<file path="src/rtl/led_status_bank.sv">
// led_status_bank: per-channel LED hold timers with blink, retrigger and exclusive-winner arbitration.
module led_status_bank #(
  parameter int NUM_CH = 4,
  parameter int CNT_W  = 4
) (
  input  logic                    clk,
  input  logic                    reset,
  input  logic                    tick_1s,
  input  logic [NUM_CH-1:0]       event_pulse,
  input  logic [NUM_CH*CNT_W-1:0] hold_sec,
  input  logic [NUM_CH-1:0]       blink_mode,
  input  logic                    exclusive,
  output logic [NUM_CH-1:0]       led,
  output logic [NUM_CH-1:0]       active,
  output logic                    any_active
);
  logic [CNT_W-1:0]  cnt_q [NUM_CH];
  logic [CNT_W-1:0]  cnt_d [NUM_CH];
  logic [NUM_CH-1:0] ph_q, ph_d, acc, win;
  always_comb begin
    for (int i = 0; i < NUM_CH; i++) acc[i] = event_pulse[i] && hold_sec[i*CNT_W +: CNT_W] != '0;
    win = acc & (~acc + NUM_CH'(1));
    for (int i = 0; i < NUM_CH; i++) begin
      cnt_d[i] = cnt_q[i];
      ph_d[i]  = ph_q[i];
      if (acc[i] && (!exclusive || win[i])) begin
        cnt_d[i] = hold_sec[i*CNT_W +: CNT_W];
        ph_d[i]  = 1'b1;
      end else if (exclusive && |acc) begin
        cnt_d[i] = '0;
        ph_d[i]  = 1'b0;
      end else if (tick_1s && cnt_q[i] != '0) begin
        cnt_d[i] = cnt_q[i] - CNT_W'(1);
        ph_d[i]  = ~ph_q[i];
      end
    end
  end
  always_ff @(posedge clk) begin
    ph_q <= reset ? '0 : ph_d;
    for (int i = 0; i < NUM_CH; i++) cnt_q[i] <= reset ? '0 : cnt_d[i];
  end
  always_comb begin
    for (int i = 0; i < NUM_CH; i++) begin
      active[i] = cnt_q[i] != '0;
      led[i]    = active[i] && (!blink_mode[i] || ph_q[i]);
    end
  end
  assign any_active = |active;
endmodule

</file>
<file path="config.mk">
export PLATFORM = sky130hd
export DESIGN_NAME = led_status_bank
export DESIGN_NICKNAME = d
export VERILOG_FILES = /design/src/rtl/led_status_bank.sv
export SDC_FILE = /design/constraint.sdc
export NUM_CORES = 1
export LEC_CHECK = 0
export CAP_MARGIN = 40
export CORE_MARGIN = 2
export CORE_UTILIZATION = 53
export CTS_BUF_LIST = sky130_fd_sc_hd__clkbuf_16
export DETAILED_ROUTE_END_ITERATION = 16
export PLACE_DENSITY = 0.85
export SYNTH_ARGS = -nofsm -noshare
export SYNTH_HDL_FRONTEND = slang
export SYNTH_SLANG_ARGS = --single-unit
</file>
<file path="constraint.sdc">
create_clock -name clk -period 3 [get_ports clk]
set_input_delay 0.75 -clock clk [delete_from_list [all_inputs] [get_ports clk]]
set_output_delay 0.75 -clock clk [all_outputs]
set_load 0.005 [all_outputs]
</file>
==> results_dict.tcl <==
set metrics [dict create \
    yosysUniqueCellTypes 41 \
    place_area_um2 1883 \
    overflow 0 \
    syn_inst 173 \
    die_h_um 56.60 \
    finalHoldViolCount 0 \
    io_pins 37 \
    setup_tns_ns 0 \
    crit_buf_inv 3 \
    cp_slowest_cell "nor3b_1" \
    via_per_inst 6.643 \
    maxCapViolCount 0 \
    ys_warn_count 0 \
    placedCellCount 240 \
    start_util_pct 54.59 \
    wirelength_mm 4.171 \
    ir_drop_uv 401.5 \
    final_cell_area_um2 1967 \
    track_usage_pct 25.93 \
    grt_max_degree 14 \
    fin_cells 244 \
    numPortBuffers 36 \
    crit_path_max_fanout 5 \
    drive_gt1_share_pct 9.859 \
    drc_errors 0 \
    critPathKind "flop to output pin" \
    worstMarginPinSlew_ns 0.6078 \
    dp_hpwl_mm 3.110 \
    cpLargestDelayFamily "buffers and inverters" \
    cpPeakStageDelay_ns 0.52 \
    worstPathRequired_ns 2.25 \
    post-route-min-period_ns 2.866 \
    final_cell_mix "36 x clkdlybuf4s50_1, 22 x inv_1, 21 x a21oi_1, 20 x dfxtp_1, 10 x a211oi_1" \
    syn_nets 206 \
    wl_per_cell_um 17.09 \
    setup_violations 0 \
    synth_seq_cells 20 \
    antenna_found_initial 0 \
    coreArea_um2 2686 \
    fmax_mhz 349.0 \
    h-tree-depth 1 \
    grt_pass1_wl_mm 6.644 \
    post-route-period-util_pct 95.52 \
    nets 247 \
    numCtsBuffers 3 \
    cts_root_buf "clkbuf_16" \
    drtIter0Drc 73 \
    min_path_type "flop to flop" \
    path_clk_slew_ns 0.05 \
    start_kind "flop" \
    status "completed" \
    total_power_mw 0.9016 \
    regToRegSetupSlack_ns 0.87 \
    syn_to_final_growth_pct 34.13 \
    rsz0062_at_grt "no" \
    die_x_um 56.60 \
    dieArea_um2 3204 \
    vias 1621 \
    place_congestion 0.9182 \
    path_common_cell "inv_1" \
    postCtsHoldBufs 0 \
    end_kind "output pin" \
    finClkSkew_ns 0.003191 \
    drt-pass1-iter-count 4 \
    cp.arrival_ns 2.12 \
    fin_ws_ns 0.1345 \
    grt_pass1_vias 1528 \
    cts.sinks 20 \
    antenna_left 0 \
    slew_headroom_pct 58.95 \
    num_rows 19 \
    synth_seq_area_share_pct 27.30 \
    antenna_cells 0 \
    powerDensity_nw_per_um2 458.4 \
    place_ws_ns 0.1773 \
    tritoncts "built" \
    final_common_cell "clkdlybuf4s50_1" \
    drv_slew 0 \
    fin_hold_ws_ns 0.4900 \
    cts_max_path_buffers 2 \
    syn_area_per_cell_um2 8.476 \
    p_leak_nw 0.6757 \
    cp_cell_sequence "inv_1 > ha_1 > nor3b_1 > inv_1 > clkdlybuf4s50_1" \
    cts_setup_buffers 0 \
    utilization_pct 73.22 \
    syn_area_um2 1466 \
    clk_latency_ns 0.25 \
]
## registers in the layout (all words and copies together), names as in the netlist
signal,flops
ph_q,4
cnt_q,16
## where the power goes
group | switching, mW | internal (mW) | total (mW) | leakage, nW
sequential | 0.0185 | 0.289 | 0.308 | 0.165
combinational | 0.163 | 0.150 | 0.314 | 0.472
clock | 0.103 | 0.178 | 0.280 | 0.0385
## cell usage after synthesis (all sizes together)
cell,instances,share of area (%)
o21a,2,1.0
dfxtp,20,27
o41ai,4,2.9
a31oi,7,3.0
o21ba,1,0.68
a2111oi,5,4.3
nor2,4,1.0
o311ai,1,0.60
ha,5,4.3
clkbuf,4,1.0
nand2b,1,0.43
nor3b,4,2.4
a21oi,21,7.2
nor2b,1,0.43
xnor2,2,1.2
nand3,8,2.7
o211ai,2,1.0
o41a,4,3.8
a211oi,10,5.1
a32o,2,1.4
nor4b,1,0.60
o21ai,7,2.4
a311oi,2,1.2
o31ai,5,5.7
a21bo,1,0.68
nand2,2,0.51
and2,4,1.7
inv,22,5.6
and3,2,0.85
a32oi,9,5.4
buf,1,0.34
a21boi,1,0.51
nand4,1,0.43
nor3,7,2.4
## metal layers
| metal | up-vias | wire length [um] | track usage, % | share of wire (%) |
|---|---|---|---|---|
| li1 | 770 | - | - | - |
| met1 | 770 | 1726 | 29.97 | 41 |
| met2 | 68 | 2168 | 48.01 | 52 |
| met3 | 13 | 191 | 3.687 | 4.6 |
| met4 | 0 | 85 | 8.844 | 2.0 |
| met5 | - | 0 | 0 | 0 |
## cell type report
| type | instances | area [um^2] |
|---|---|---|
| clock inverters | 1 | 3.754 |
| clock buffers | 3 | 75.07 |
| repair buffers | 41 | 397.9 |
| fillers | 207 | 719.4 |
| flip-flops and latches | 20 | 400.4 |
| well taps | 31 | 38.79 |
| inverters | 22 | 82.58 |
| multi-input cells | 126 | 968.4 |
## worst paths after layout
| path | start | endpoint | cells past startpoint |
|---|---|---|---|
| setup / recovery | cnt_q[0][0] | active[0] | 5 |
| hold / removal | cnt_q[0][3] | cnt_q[0][3] | 1 |
| setup reg to reg | cnt_q[0][0] | cnt_q[0][3] | 7 |
| hold reg to reg | cnt_q[0][3] | cnt_q[0][3] | 1 |
## cell families (layout without fill, tap and decap cells)
| group | count (synthesis) | after routing | share of synthesized area [%] |
|---|---|---|---|
| adders and majority gates | 5 | 5 | 4.266 |
| AOI/OAI and AO/OA | 84 | 84 | 46.76 |
| and+or+nand+nor | 35 | 35 | 13.48 |
| DFF | 20 | 20 | 27.30 |
| buffers and inverters | 27 | 67 | 6.996 |
| xor gates and xnor gates | 2 | 2 | 1.195 |
## timing repair
action,in CTS,in global routing
endpoints found under the hold margin,0,0
setup endpoints to repair,0,1
gates resized for setup,0,1
No activity file was read; power rests on OpenSTA's default activity.
